## config.mk

```make
export PLATFORM = sky130hd
export DESIGN_NAME = vram_sync_writer_flat
export DESIGN_NICKNAME = d
export VERILOG_FILES = /design/src/rtl/vram_pkg.sv /design/src/rtl/vram_if.sv /design/src/rtl/vram_copy_lane.sv /design/src/rtl/vram_sync_writer.sv /design/src/flat_wrapper.sv
export SDC_FILE = /design/constraint.sdc
export NUM_CORES = 1
export LEC_CHECK = 0
export CELL_PAD_IN_SITES_DETAIL_PLACEMENT = 1
export CELL_PAD_IN_SITES_GLOBAL_PLACEMENT = 1
export CORE_AREA = 4 4 232 234
export CTS_CLUSTER_DIAMETER = 100
export DETAILED_ROUTE_END_ITERATION = 8
export DIE_AREA = 0 0 236 238
export HOLD_SLACK_MARGIN = 0.05
export PLACE_DENSITY_LB_ADDON = 0.1
export SLEW_MARGIN = 20
export SYNTH_ARGS = -nofsm -noshare
export SYNTH_HDL_FRONTEND = slang
export SYNTH_SLANG_ARGS = --single-unit
```

## constraint.sdc

```tcl
create_clock -name clk -period 1.8 [get_ports clk]
set_input_delay 0.18 -clock clk [delete_from_list [all_inputs] [get_ports clk]]
set_output_delay 0.18 -clock clk [all_outputs]
set_load 0.005 [all_outputs]
```

## src/rtl/vram_pkg.sv

```systemverilog
// Shared sizes and state encoding for the VRAM pending-to-current copy engine.
package vram_pkg;

    localparam int DATA_W      = 32;
    localparam int CNT_W       = 11;

    localparam int TILE_AW     = 11;
    localparam int TILE_DEPTH  = 2048;
    localparam int PAT_AW      = 10;
    localparam int PAT_DEPTH   = 1024;
    localparam int SPR_AW      = 6;
    localparam int SPR_DEPTH   = 64;
    localparam int PAL_AW      = 8;
    localparam int PAL_DEPTH   = 256;

    // Last counter value visited; the tile region is the deepest and sets it.
    localparam logic [CNT_W-1:0] CNT_LAST = CNT_W'(TILE_DEPTH - 1);

    typedef enum logic [1:0] {
        ST_IDLE  = 2'd0,
        ST_COPY  = 2'd1,
        ST_DRAIN = 2'd2
    } state_e;

endpackage

```

## src/rtl/vram_if.sv

```systemverilog
// Four-region VRAM port: the user side drives address/write data/enable,
// the memory side returns read data one cycle after the address.
interface vram_if;
    import vram_pkg::*;

    logic [TILE_AW-1:0] tileAddr;
    logic [DATA_W-1:0]  tileWrData;
    logic               tileWrEn;
    logic [DATA_W-1:0]  tileRdData;

    logic [PAT_AW-1:0]  patAddr;
    logic [DATA_W-1:0]  patWrData;
    logic               patWrEn;
    logic [DATA_W-1:0]  patRdData;

    logic [SPR_AW-1:0]  sprAddr;
    logic [DATA_W-1:0]  sprWrData;
    logic               sprWrEn;
    logic [DATA_W-1:0]  sprRdData;

    logic [PAL_AW-1:0]  palAddr;
    logic [DATA_W-1:0]  palWrData;
    logic               palWrEn;
    logic [DATA_W-1:0]  palRdData;

    modport usr (
        output tileAddr, tileWrData, tileWrEn,
        output patAddr,  patWrData,  patWrEn,
        output sprAddr,  sprWrData,  sprWrEn,
        output palAddr,  palWrData,  palWrEn,
        input  tileRdData, patRdData, sprRdData, palRdData
    );

    modport src (
        input  tileAddr, tileWrData, tileWrEn,
        input  patAddr,  patWrData,  patWrEn,
        input  sprAddr,  sprWrData,  sprWrEn,
        input  palAddr,  palWrData,  palWrEn,
        output tileRdData, patRdData, sprRdData, palRdData
    );

endinterface

```

## src/rtl/vram_copy_lane.sv

```systemverilog
// One region's copy lane: truncates the shared counter into a read address,
// delays that address by the memory read latency, and only enables the write
// when the counter was still inside this region's depth.
module vram_copy_lane
    import vram_pkg::*;
#(
    parameter int AW    = 8,
    parameter int DEPTH = 256
)
(
    input  logic              clk,
    input  logic              rst,
    input  logic              active_i,
    input  logic [CNT_W-1:0]  cnt_i,
    input  logic [DATA_W-1:0] rdData_i,
    output logic [AW-1:0]     rdAddr_o,
    output logic [AW-1:0]     wrAddr_o,
    output logic [DATA_W-1:0] wrData_o,
    output logic              wrEn_o
);

    // One extra bit so a full 2048-deep region compares correctly against an 11-bit count.
    localparam logic [CNT_W:0] DEPTH_L = (CNT_W + 1)'(DEPTH);

    logic          inRange;
    logic [AW-1:0] wrAddr_q, wrAddr_d;
    logic          wrEn_q, wrEn_d;

    assign inRange  = ({1'b0, cnt_i} < DEPTH_L);
    assign rdAddr_o = active_i ? cnt_i[AW-1:0] : '0;

    // The write for the address read this cycle happens next cycle, when its data returns.
    always_comb begin
        wrAddr_d = rdAddr_o;
        wrEn_d   = active_i && inRange;
    end

    // Delay stage matching the one-cycle read latency; reset kills any pending write.
    always_ff @(posedge clk or posedge rst) begin
        if (rst) begin
            wrAddr_q <= '0;
            wrEn_q   <= 1'b0;
        end else begin
            wrAddr_q <= wrAddr_d;
            wrEn_q   <= wrEn_d;
        end
    end

    assign wrAddr_o = wrAddr_q;
    assign wrEn_o   = wrEn_q;
    assign wrData_o = wrEn_q ? rdData_i : '0;

endmodule

```

## src/rtl/vram_sync_writer.sv

```systemverilog
// Copies the pending VRAM into the current VRAM on a sync request, all four
// regions walked in parallel by one shared counter, and pulses done at the end.
module vram_sync_writer
    import vram_pkg::*;
(
    input  logic clk,
    input  logic rst,
    input  logic sync,
    output logic done,
    vram_if.usr  vram_ifP_usr,
    vram_if.usr  vram_ifC_usr
);

    state_e           state_q, state_d;
    logic [CNT_W-1:0] cnt_q, cnt_d;
    logic             done_q, done_d;
    logic             copyActive;
    logic             unusedCRdData;

    logic [TILE_AW-1:0] tileRdAddr, tileWrAddr;
    logic [PAT_AW-1:0]  patRdAddr,  patWrAddr;
    logic [SPR_AW-1:0]  sprRdAddr,  sprWrAddr;
    logic [PAL_AW-1:0]  palRdAddr,  palWrAddr;
    logic [DATA_W-1:0]  tileWrData, patWrData, sprWrData, palWrData;
    logic               tileWrEn,   patWrEn,   sprWrEn,   palWrEn;

    // Sequencer: wait for sync, walk the counter, one drain cycle for the last write, then done.
    always_comb begin
        state_d = state_q;
        cnt_d   = cnt_q;
        done_d  = 1'b0;
        case (state_q)
            ST_IDLE: begin
                if (sync) begin
                    state_d = ST_COPY;
                    cnt_d   = '0;
                end
            end
            ST_COPY: begin
                if (cnt_q == CNT_LAST) begin
                    state_d = ST_DRAIN;
                end else begin
                    cnt_d = cnt_q + 1'b1;
                end
            end
            ST_DRAIN: begin
                state_d = ST_IDLE;
                cnt_d   = '0;
                done_d  = 1'b1;
            end
            default: begin
                state_d = ST_IDLE;
                cnt_d   = '0;
            end
        endcase
    end

    // State, counter and done registers; reset abandons any copy in flight.
    always_ff @(posedge clk or posedge rst) begin
        if (rst) begin
            state_q <= ST_IDLE;
            cnt_q   <= '0;
            done_q  <= 1'b0;
        end else begin
            state_q <= state_d;
            cnt_q   <= cnt_d;
            done_q  <= done_d;
        end
    end

    assign copyActive = (state_q == ST_COPY);
    assign done       = done_q;

    vram_copy_lane #(.AW(TILE_AW), .DEPTH(TILE_DEPTH)) uTileLane (
        .clk      (clk),
        .rst      (rst),
        .active_i (copyActive),
        .cnt_i    (cnt_q),
        .rdData_i (vram_ifP_usr.tileRdData),
        .rdAddr_o (tileRdAddr),
        .wrAddr_o (tileWrAddr),
        .wrData_o (tileWrData),
        .wrEn_o   (tileWrEn)
    );

    vram_copy_lane #(.AW(PAT_AW), .DEPTH(PAT_DEPTH)) uPatLane (
        .clk      (clk),
        .rst      (rst),
        .active_i (copyActive),
        .cnt_i    (cnt_q),
        .rdData_i (vram_ifP_usr.patRdData),
        .rdAddr_o (patRdAddr),
        .wrAddr_o (patWrAddr),
        .wrData_o (patWrData),
        .wrEn_o   (patWrEn)
    );

    vram_copy_lane #(.AW(SPR_AW), .DEPTH(SPR_DEPTH)) uSprLane (
        .clk      (clk),
        .rst      (rst),
        .active_i (copyActive),
        .cnt_i    (cnt_q),
        .rdData_i (vram_ifP_usr.sprRdData),
        .rdAddr_o (sprRdAddr),
        .wrAddr_o (sprWrAddr),
        .wrData_o (sprWrData),
        .wrEn_o   (sprWrEn)
    );

    vram_copy_lane #(.AW(PAL_AW), .DEPTH(PAL_DEPTH)) uPalLane (
        .clk      (clk),
        .rst      (rst),
        .active_i (copyActive),
        .cnt_i    (cnt_q),
        .rdData_i (vram_ifP_usr.palRdData),
        .rdAddr_o (palRdAddr),
        .wrAddr_o (palWrAddr),
        .wrData_o (palWrData),
        .wrEn_o   (palWrEn)
    );

    // The pending VRAM is only ever read.
    assign vram_ifP_usr.tileAddr   = tileRdAddr;
    assign vram_ifP_usr.tileWrData = '0;
    assign vram_ifP_usr.tileWrEn   = 1'b0;
    assign vram_ifP_usr.patAddr    = patRdAddr;
    assign vram_ifP_usr.patWrData  = '0;
    assign vram_ifP_usr.patWrEn    = 1'b0;
    assign vram_ifP_usr.sprAddr    = sprRdAddr;
    assign vram_ifP_usr.sprWrData  = '0;
    assign vram_ifP_usr.sprWrEn    = 1'b0;
    assign vram_ifP_usr.palAddr    = palRdAddr;
    assign vram_ifP_usr.palWrData  = '0;
    assign vram_ifP_usr.palWrEn    = 1'b0;

    // The current VRAM is only ever written.
    assign vram_ifC_usr.tileAddr   = tileWrAddr;
    assign vram_ifC_usr.tileWrData = tileWrData;
    assign vram_ifC_usr.tileWrEn   = tileWrEn;
    assign vram_ifC_usr.patAddr    = patWrAddr;
    assign vram_ifC_usr.patWrData  = patWrData;
    assign vram_ifC_usr.patWrEn    = patWrEn;
    assign vram_ifC_usr.sprAddr    = sprWrAddr;
    assign vram_ifC_usr.sprWrData  = sprWrData;
    assign vram_ifC_usr.sprWrEn    = sprWrEn;
    assign vram_ifC_usr.palAddr    = palWrAddr;
    assign vram_ifC_usr.palWrData  = palWrData;
    assign vram_ifC_usr.palWrEn    = palWrEn;

    assign unusedCRdData = ^{vram_ifC_usr.tileRdData, vram_ifC_usr.patRdData,
                             vram_ifC_usr.sprRdData,  vram_ifC_usr.palRdData};

endmodule

```

## src/flat_wrapper.sv

```systemverilog
// flat-port wrapper written by rule: the top's interface ports become plain ports
module vram_sync_writer_flat import vram_pkg::*;
  (clk, rst, sync, done, vram_ifP_usr_tileAddr, vram_ifP_usr_tileWrData, vram_ifP_usr_tileWrEn, vram_ifP_usr_patAddr, vram_ifP_usr_patWrData, vram_ifP_usr_patWrEn, vram_ifP_usr_sprAddr, vram_ifP_usr_sprWrData, vram_ifP_usr_sprWrEn, vram_ifP_usr_palAddr, vram_ifP_usr_palWrData, vram_ifP_usr_palWrEn, vram_ifP_usr_tileRdData, vram_ifP_usr_patRdData, vram_ifP_usr_sprRdData, vram_ifP_usr_palRdData, vram_ifC_usr_tileAddr, vram_ifC_usr_tileWrData, vram_ifC_usr_tileWrEn, vram_ifC_usr_patAddr, vram_ifC_usr_patWrData, vram_ifC_usr_patWrEn, vram_ifC_usr_sprAddr, vram_ifC_usr_sprWrData, vram_ifC_usr_sprWrEn, vram_ifC_usr_palAddr, vram_ifC_usr_palWrData, vram_ifC_usr_palWrEn, vram_ifC_usr_tileRdData, vram_ifC_usr_patRdData, vram_ifC_usr_sprRdData, vram_ifC_usr_palRdData);
  vram_if vram_ifP_usr_i ();
  vram_if vram_ifC_usr_i ();
  input  logic clk;
  input  logic rst;
  input  logic sync;
  output logic done;
  output wire logic [$bits(vram_ifP_usr_i.tileAddr)-1:0] vram_ifP_usr_tileAddr;
  output wire logic [$bits(vram_ifP_usr_i.tileWrData)-1:0] vram_ifP_usr_tileWrData;
  output wire logic [$bits(vram_ifP_usr_i.tileWrEn)-1:0] vram_ifP_usr_tileWrEn;
  output wire logic [$bits(vram_ifP_usr_i.patAddr)-1:0] vram_ifP_usr_patAddr;
  output wire logic [$bits(vram_ifP_usr_i.patWrData)-1:0] vram_ifP_usr_patWrData;
  output wire logic [$bits(vram_ifP_usr_i.patWrEn)-1:0] vram_ifP_usr_patWrEn;
  output wire logic [$bits(vram_ifP_usr_i.sprAddr)-1:0] vram_ifP_usr_sprAddr;
  output wire logic [$bits(vram_ifP_usr_i.sprWrData)-1:0] vram_ifP_usr_sprWrData;
  output wire logic [$bits(vram_ifP_usr_i.sprWrEn)-1:0] vram_ifP_usr_sprWrEn;
  output wire logic [$bits(vram_ifP_usr_i.palAddr)-1:0] vram_ifP_usr_palAddr;
  output wire logic [$bits(vram_ifP_usr_i.palWrData)-1:0] vram_ifP_usr_palWrData;
  output wire logic [$bits(vram_ifP_usr_i.palWrEn)-1:0] vram_ifP_usr_palWrEn;
  input wire logic [$bits(vram_ifP_usr_i.tileRdData)-1:0] vram_ifP_usr_tileRdData;
  input wire logic [$bits(vram_ifP_usr_i.patRdData)-1:0] vram_ifP_usr_patRdData;
  input wire logic [$bits(vram_ifP_usr_i.sprRdData)-1:0] vram_ifP_usr_sprRdData;
  input wire logic [$bits(vram_ifP_usr_i.palRdData)-1:0] vram_ifP_usr_palRdData;
  output wire logic [$bits(vram_ifC_usr_i.tileAddr)-1:0] vram_ifC_usr_tileAddr;
  output wire logic [$bits(vram_ifC_usr_i.tileWrData)-1:0] vram_ifC_usr_tileWrData;
  output wire logic [$bits(vram_ifC_usr_i.tileWrEn)-1:0] vram_ifC_usr_tileWrEn;
  output wire logic [$bits(vram_ifC_usr_i.patAddr)-1:0] vram_ifC_usr_patAddr;
  output wire logic [$bits(vram_ifC_usr_i.patWrData)-1:0] vram_ifC_usr_patWrData;
  output wire logic [$bits(vram_ifC_usr_i.patWrEn)-1:0] vram_ifC_usr_patWrEn;
  output wire logic [$bits(vram_ifC_usr_i.sprAddr)-1:0] vram_ifC_usr_sprAddr;
  output wire logic [$bits(vram_ifC_usr_i.sprWrData)-1:0] vram_ifC_usr_sprWrData;
  output wire logic [$bits(vram_ifC_usr_i.sprWrEn)-1:0] vram_ifC_usr_sprWrEn;
  output wire logic [$bits(vram_ifC_usr_i.palAddr)-1:0] vram_ifC_usr_palAddr;
  output wire logic [$bits(vram_ifC_usr_i.palWrData)-1:0] vram_ifC_usr_palWrData;
  output wire logic [$bits(vram_ifC_usr_i.palWrEn)-1:0] vram_ifC_usr_palWrEn;
  input wire logic [$bits(vram_ifC_usr_i.tileRdData)-1:0] vram_ifC_usr_tileRdData;
  input wire logic [$bits(vram_ifC_usr_i.patRdData)-1:0] vram_ifC_usr_patRdData;
  input wire logic [$bits(vram_ifC_usr_i.sprRdData)-1:0] vram_ifC_usr_sprRdData;
  input wire logic [$bits(vram_ifC_usr_i.palRdData)-1:0] vram_ifC_usr_palRdData;
  assign vram_ifP_usr_tileAddr = vram_ifP_usr_i.tileAddr;
  assign vram_ifP_usr_tileWrData = vram_ifP_usr_i.tileWrData;
  assign vram_ifP_usr_tileWrEn = vram_ifP_usr_i.tileWrEn;
  assign vram_ifP_usr_patAddr = vram_ifP_usr_i.patAddr;
  assign vram_ifP_usr_patWrData = vram_ifP_usr_i.patWrData;
  assign vram_ifP_usr_patWrEn = vram_ifP_usr_i.patWrEn;
  assign vram_ifP_usr_sprAddr = vram_ifP_usr_i.sprAddr;
  assign vram_ifP_usr_sprWrData = vram_ifP_usr_i.sprWrData;
  assign vram_ifP_usr_sprWrEn = vram_ifP_usr_i.sprWrEn;
  assign vram_ifP_usr_palAddr = vram_ifP_usr_i.palAddr;
  assign vram_ifP_usr_palWrData = vram_ifP_usr_i.palWrData;
  assign vram_ifP_usr_palWrEn = vram_ifP_usr_i.palWrEn;
  assign vram_ifP_usr_i.tileRdData = vram_ifP_usr_tileRdData;
  assign vram_ifP_usr_i.patRdData = vram_ifP_usr_patRdData;
  assign vram_ifP_usr_i.sprRdData = vram_ifP_usr_sprRdData;
  assign vram_ifP_usr_i.palRdData = vram_ifP_usr_palRdData;
  assign vram_ifC_usr_tileAddr = vram_ifC_usr_i.tileAddr;
  assign vram_ifC_usr_tileWrData = vram_ifC_usr_i.tileWrData;
  assign vram_ifC_usr_tileWrEn = vram_ifC_usr_i.tileWrEn;
  assign vram_ifC_usr_patAddr = vram_ifC_usr_i.patAddr;
  assign vram_ifC_usr_patWrData = vram_ifC_usr_i.patWrData;
  assign vram_ifC_usr_patWrEn = vram_ifC_usr_i.patWrEn;
  assign vram_ifC_usr_sprAddr = vram_ifC_usr_i.sprAddr;
  assign vram_ifC_usr_sprWrData = vram_ifC_usr_i.sprWrData;
  assign vram_ifC_usr_sprWrEn = vram_ifC_usr_i.sprWrEn;
  assign vram_ifC_usr_palAddr = vram_ifC_usr_i.palAddr;
  assign vram_ifC_usr_palWrData = vram_ifC_usr_i.palWrData;
  assign vram_ifC_usr_palWrEn = vram_ifC_usr_i.palWrEn;
  assign vram_ifC_usr_i.tileRdData = vram_ifC_usr_tileRdData;
  assign vram_ifC_usr_i.patRdData = vram_ifC_usr_patRdData;
  assign vram_ifC_usr_i.sprRdData = vram_ifC_usr_sprRdData;
  assign vram_ifC_usr_i.palRdData = vram_ifC_usr_palRdData;
  vram_sync_writer u_core (.clk(clk), .rst(rst), .sync(sync), .done(done), .vram_ifP_usr(vram_ifP_usr_i), .vram_ifC_usr(vram_ifC_usr_i));
endmodule
```

Word level (Yosys, flattened, before mapping)
Cells that the tools add are included.
{ "word_totals": {"reg_bits": 53, "latch_bits": 0, "ram_bits": 0, "mem_bits_ro": 0, "inputBits": 259, "out_inout_bits": 335, "elab_cells": 42, "memories": 0} }
{ "op_classes": {"addsub": 1, "multipliers": 0, "div_mod_pow": 0, "n_lt_le_gt_ge": 3, "n_eq_ne": 6, "n_shift": 0, "muxes": 15, "n_bitwise": 0, "n_reduce_logical": 6} }
{ "ops": {"columns": ["operator", "n"], "rows": [
  ["two-way mux 32 bit", 4],
  ["two-way mux 11 bit", 3],
  ["one-hot mux 11 bit (2 select lines)", 1],
  ["adder 11 x 1 -> 11 bit (second input constant)", 1],
  ["equality test 11 bit (second input constant)", 1],
  ["less-than comparator 11 bit (second input constant)", 1],
  ["less-than comparator 11 x 7 -> 1 bit (second input constant)", 1],
  ["less-than comparator 11 x 9 -> 1 bit (second input constant)", 1],
  ["two-way mux 10 bit", 1],
  ["two-way mux 8 bit", 1],
  ["two-way mux 6 bit", 1],
  ["two-way mux 2 bit", 2],
  ["!= test 2 bit (second input constant)", 2],
  ["one-hot mux 2 bit (2 select lines)", 1],
  ["AND reduction 2 bit", 2],
  ["logical AND 1 bit", 3],
  ["equality test 2 x 1 -> 1 bit (second input constant)", 1],
  ["equality test 2 bit (second input constant)", 1],
  ["zero test 2 bit", 1],
  ["!= test 2 x 1 -> 1 bit (second input constant)", 1],
  ["two-way mux 1 bit", 1]
]} }

Logic depth before layout (Yosys ltp)
{ "logic_depth": {"word_depth": 3, "mapped_depth": 6, "depth_no_buf": 5} }

By module
A second synthesis with hierarchy kept.
{ "unflattened": {"cells_unflattened": 433, "area_unflattened_um2": 4025.1} }
{ "modules_own_cells": {"columns": ["mod", "instances", "cells_each", "area_per_inst_um2", "seq_area_each_um2"], "rows": [
  ["vram_sync_writer", 1, 209, 1779.2, 350.3],
  ["vram_copy_lane (u_core.uTileLane)", 1, 60, 633.1, 300.3],
  ["vram_copy_lane (u_core.uPatLane)", 1, 59, 608.1, 275.3],
  ["vram_copy_lane (u_core.uPalLane)", 1, 54, 549.3, 225.2],
  ["vram_copy_lane (u_core.uSprLane)", 1, 51, 455.4, 175.2]
]} }

Worst setup path before layout
Ideal clock, no wire load.
{ "synth_path": {"path_kind": "register to register", "from": "register u_core.cnt_q[0]", "to": "register u_core.cnt_q[8]", "setup_time_ns": 0.095, "arrival_ns": 1.491, "required_time_ns": 1.705, "setup_slack_ns": 0.214, "path_stages_with_launch": 7, "path_buffers": 1, "synth_period_minus_slack_ns": 1.586, "path_cell_list": "dfrtp_1 ha_1 nand4_2 o41ai_2 buf_4 o21ai_0 o31ai_1"} }
{ "synth_between": {"elab_chain_cells": 3, "word_cells_on_any_way": 6, "cone_classes": "add/sub (1); eq/ne (2); mux (2); reduce/logical (1)"} }
{ "synth_rtl": {"columns": ["element", "line", "rtl"], "rows": [
  ["from (decl)", "vram_sync_writer.sv:15", "logic [CNT_W-1:0] cnt_q, cnt_d;"],
  ["from (signal assigned)", "vram_sync_writer.sv:66", "cnt_q <= cnt_d;"],
  ["adder 11 x 1 -> 11 bit or equality test 11 bit (tied branches)", "vram_sync_writer.sv:43, vram_sync_writer.sv:40", null],
  ["two-way mux 11 bit or != test 2 bit (tied branches)", null, null],
  ["one-hot mux 11 bit (2 select lines) or AND reduction 2 bit (tied branches)", null, null]
]} }
Several ways; a longest one is shown, not always the timed one. The select of a mux whose other input is x is not followed.
A chain may end at the register's enable or synchronous reset.

Worst setup path after layout
{ "layout_path": {"from": "register u_core.uPalLane.wrEn_q (netlist: u_core.uPalLane.wrEn_o)", "to": "output vram_ifC_usr_palWrData[21]"} }
{ "layout_between": {"elab_chain_cells": 1} }
{ "layout_rtl": {"columns": ["element", "line", "rtl"], "rows": [
  ["from (decl)", "vram_copy_lane.sv:27", "logic wrEn_q, wrEn_d;"],
  ["from (signal assigned)", "vram_copy_lane.sv:45", "wrEn_q <= wrEn_d;"],
  ["two-way mux 32 bit", "vram_copy_lane.sv:51", "assign wrData_o = wrEn_q ? rdData_i : '0;"],
  ["to (decl)", "flat_wrapper.sv:36", "output wire logic [$bits(vram_ifC_usr_i.palWrData)-1:0] vram_ifC_usr_palWrData;"]
]} }
No other way between the ends.

==> impl_metrics.yaml <==
global_route:
  grt_pass1_wl_mm: 26.1
  grt_overflow: 0
  number_of_global_route_vias_before_repair: 3302
  antenna_found_initial: 0
  grt_start_max_net_pins: 34
  grt_usage: 0.0629
sta:
  setup-violations-final: 0
  final_period_minus_worst_setup_slack_ns: 1.73
  max_clock_freq_ghz: 0.579
  final_max_slew_viol_count: 0
  period_share: 0.959
  clock-skew-final_ns: 0.00611
  setup-tns-final_ns: 0
  hold_viol_final: 0
routing:
  route.detailed.vias_per_inst: 2.36
  via_count: 3366
  detail_route.drc_violations: 0
  detail-route-antenna-nets: 0
  first_iter_violations: 34
  routed_wl_mm: 19.7
  post_drt_wl_per_cell_um: 13.8
  drt_first_pass_iters: 3
run:
  maxCapViolCount: 0
clock_network:
  cts_made_buffers: 5
  clock_tree.root_cell: "sky130_fd_sc_hd__clkbuf_16"
  worst_skew_pair.late_latency_ns: 0.29
  clkSinkCount: 29
  max-clock-path-buffers: 2
  cts_tree: "built"
  clk_pin_slew_worst_paths_ns: 0.06
  h-tree-depth: 2
placed_design:
  dpl_cell_area_sq_um: 6940
  finalWeightedCongestion: 0.650
  dp.final_hpwl_mm: 16.6
  buffer_ports.inserted: 333
setup_path:
  setup.worst_path.start_class: "flop"
  path_class: "reg2out"
  worst_setup_path_end_kind: "output port"
  cp.arrival_ns: 1.55
  cp.required_ns: 1.62
  crit_fanout: 16
  critical_path.cell_chain: "clkbuf_16 -> and2_1 -> clkdlybuf4s50_1"
  crit_path_max_incr_delay_ns: 0.50
  worst_path_max_delay_cell: "sky130_fd_sc_hd__clkdlybuf4s50_1"
floorplan:
  core_area_sq_um: 52000
  initial_utilization: 0.0656
  die_width_um: 236
  die_y_um: 238
  floorplan.rows: 84
  die_area_sq_um: 56200
  floorplan.io_pins: 594
cells_and_area:
  layout.cell_area.non_filler_sq_um: 7250
  area.growth.synth_to_final_pct: 113
  filler_cell_count: 6193
  register_area_sq_um: 727
  final_cell_mix: "266 x sky130_fd_sc_hd__clkdlybuf4s50_1, 132 x sky130_fd_sc_hd__and2_1, 132 x sky130_fd_sc_hd__conb_1"
  layout.cells.most_common: "sky130_fd_sc_hd__clkdlybuf4s50_1"
  num-nets-final: 997
  multi_input_gate_area_in_the_final_layout_sq_um: 1760
  share_of_layout_cells_above_drive_strength_1: 0.0745
  antenna_cells_inserted: 0
logic_synthesis:
  syn-mean-instance-area_sq_um: 7.86
  number_of_enable_flip_flop_cells_after_synthesis: 0
  synthesis.area_sq_um: 3410
  syn_inst: 434
  synthArstFlopShare: 1.00
  synthFlopType: "sky130_fd_sc_hd__dfrtp_1"
  synth_cell_type_count: 37
  synth-seq-cells: 29
  synth-warning-count: 0
  ys_seq_area_frac: 0.213
power:
  reported_leakage_power_nw: 3.34
  power_density_nw_per_um2: 736
  irDropWorstVdd_v: 0.000323
min_path:
  holdCritPathClass: "in2async"
status:
  result_of_the_run: "finished clean"
## cells in the mapped netlist, types with 2 or more instances
| cell type | n | area share |
|---|---|---|
| sky130_fd_sc_hd__nor2_1 | 5 | 0.0055 |
| sky130_fd_sc_hd__nand3_1 | 5 | 0.0073 |
| sky130_fd_sc_hd__and3_1 | 2 | 0.0037 |
| sky130_fd_sc_hd__clkbuf_1 | 13 | 0.014 |
| sky130_fd_sc_hd__o31ai_1 | 2 | 0.0044 |
| sky130_fd_sc_hd__buf_4 | 182 | 0.40 |
| sky130_fd_sc_hd__and2_1 | 136 | 0.25 |
| sky130_fd_sc_hd__nor3_1 | 3 | 0.0044 |
| sky130_fd_sc_hd__buf_2 | 2 | 0.0029 |
| sky130_fd_sc_hd__inv_1 | 5 | 0.0055 |
| sky130_fd_sc_hd__a21oi_1 | 3 | 0.0044 |
| sky130_fd_sc_hd__nand2_1 | 14 | 0.015 |
| sky130_fd_sc_hd__a21oi_2 | 2 | 0.0051 |
| sky130_fd_sc_hd__o21ai_0 | 9 | 0.013 |
| sky130_fd_sc_hd__dfrtp_1 | 29 | 0.21 |
## metrics by stage
step                      setup WS, ns   util  total power, mW  instances  hold slack (ns)
after detailed placement       0.00665  0.133             4.51       1414            0.419
final                           0.0738  0.139             5.34       1426            0.100
after CTS                       -0.209  0.137             5.55       1424            0.100
after floorplan                  0.214      -             2.48        565            0.258
after global routing          -0.00468  0.139             5.79       1426            0.104
after global placement          0.0159  0.133             4.55       1414            0.423
## path summary, 6_finish.rpt
| kind | end | cells past startpoint | slack, ns | from |
|---|---|---|---|---|
| min reg2reg | u_core.uPatLane.wrEn_o | 1 | 0.54 | u_core.cnt_q[10] |
| min | u_core.uTileLane.wrAddr_o[4] | 2 | 0.10 | rst |
| max in group asynchronous | u_core.uPalLane.wrEn_o | 3 | 1.27 | rst |
| max reg2reg | u_core.cnt_q[5] | 7 | 0.20 | u_core.state_q[1] |
| max | vram_ifC_usr_palWrData[21] | 3 | 0.07 | u_core.uPalLane.wrEn_o |
| min in group clk | u_core.state_q[0] | 3 | 0.52 | sync |
## logic make-up (layout without fill, tap and decap cells)
| kind of cell | Yosys count | count (layout) | share of synthesized area |
|---|---|---|---|
| DFF | 29 | 29 | 0.213 |
| xor gates and xnor gates | 1 | 1 | 0.00257 |
| AOI/OAI and AO/OA | 23 | 23 | 0.0451 |
| muxes | 1 | 1 | 0.00293 |
| other | 1 | 132 | 0.00110 |
| adders and majority gates | 1 | 1 | 0.00367 |
| and+or+nand+nor | 175 | 175 | 0.308 |
| buffers and inverters | 203 | 376 | 0.424 |
## what timing repair did
action | 4_1_cts | 5_1_grt
gates cloned | 0 | 1
resized for setup | 57 | 40
endpoints found under the setup margin | 36 | 26
buffers inserted | 2 | 1
hold buffers | 0 | 0
## cell type report
type	instances	share of cell area
clock buffers	7	0.0197
clock inverters	1	0.00414
inverters	6	0.00311
multi-input cells	333	0.242
flip-flops and latches	29	0.100
well taps	688	0.119
repair buffers	362	0.512
## flip-flops by register name, summed over array words and instances, names as in the netlist
| register | flops |
|---|---|
| u_core.uTileLane.wrAddr_o | 11 |
| u_core.done | 1 |
| u_core.uPalLane.wrEn_o | 1 |
| u_core.uSprLane.wrEn_o | 1 |
| u_core.uPatLane.wrEn_o | 1 |
| u_core.uTileLane.wrEn_o | 1 |
| u_core.state_q | 2 |
| u_core.cnt_q | 11 |
## per-layer routing
metal	part of all wire	vias up	global-route usage
met5	0	-	0
met2	0.53	156	0.114
met1	0.40	1567	0.0765
met4	0.0039	0	0.00641
li1	-	1638	-
met3	0.061	5	0.0177
## critical path, delay by kind of cell (launching register included)
family | cells | cell delay (ns)
buffers and inverters | 2 | 0.69
AND/OR/NAND/NOR | 1 | 0.12
flip-flops | 1 | 0.44
## power breakdown
group | switching, mW | internal, mW
registers | 0.202 | 0.796
clock network | 0.355 | 0.693
logic | 1.20 | 2.09
Note: power is estimated with default switching activity, not from simulation.
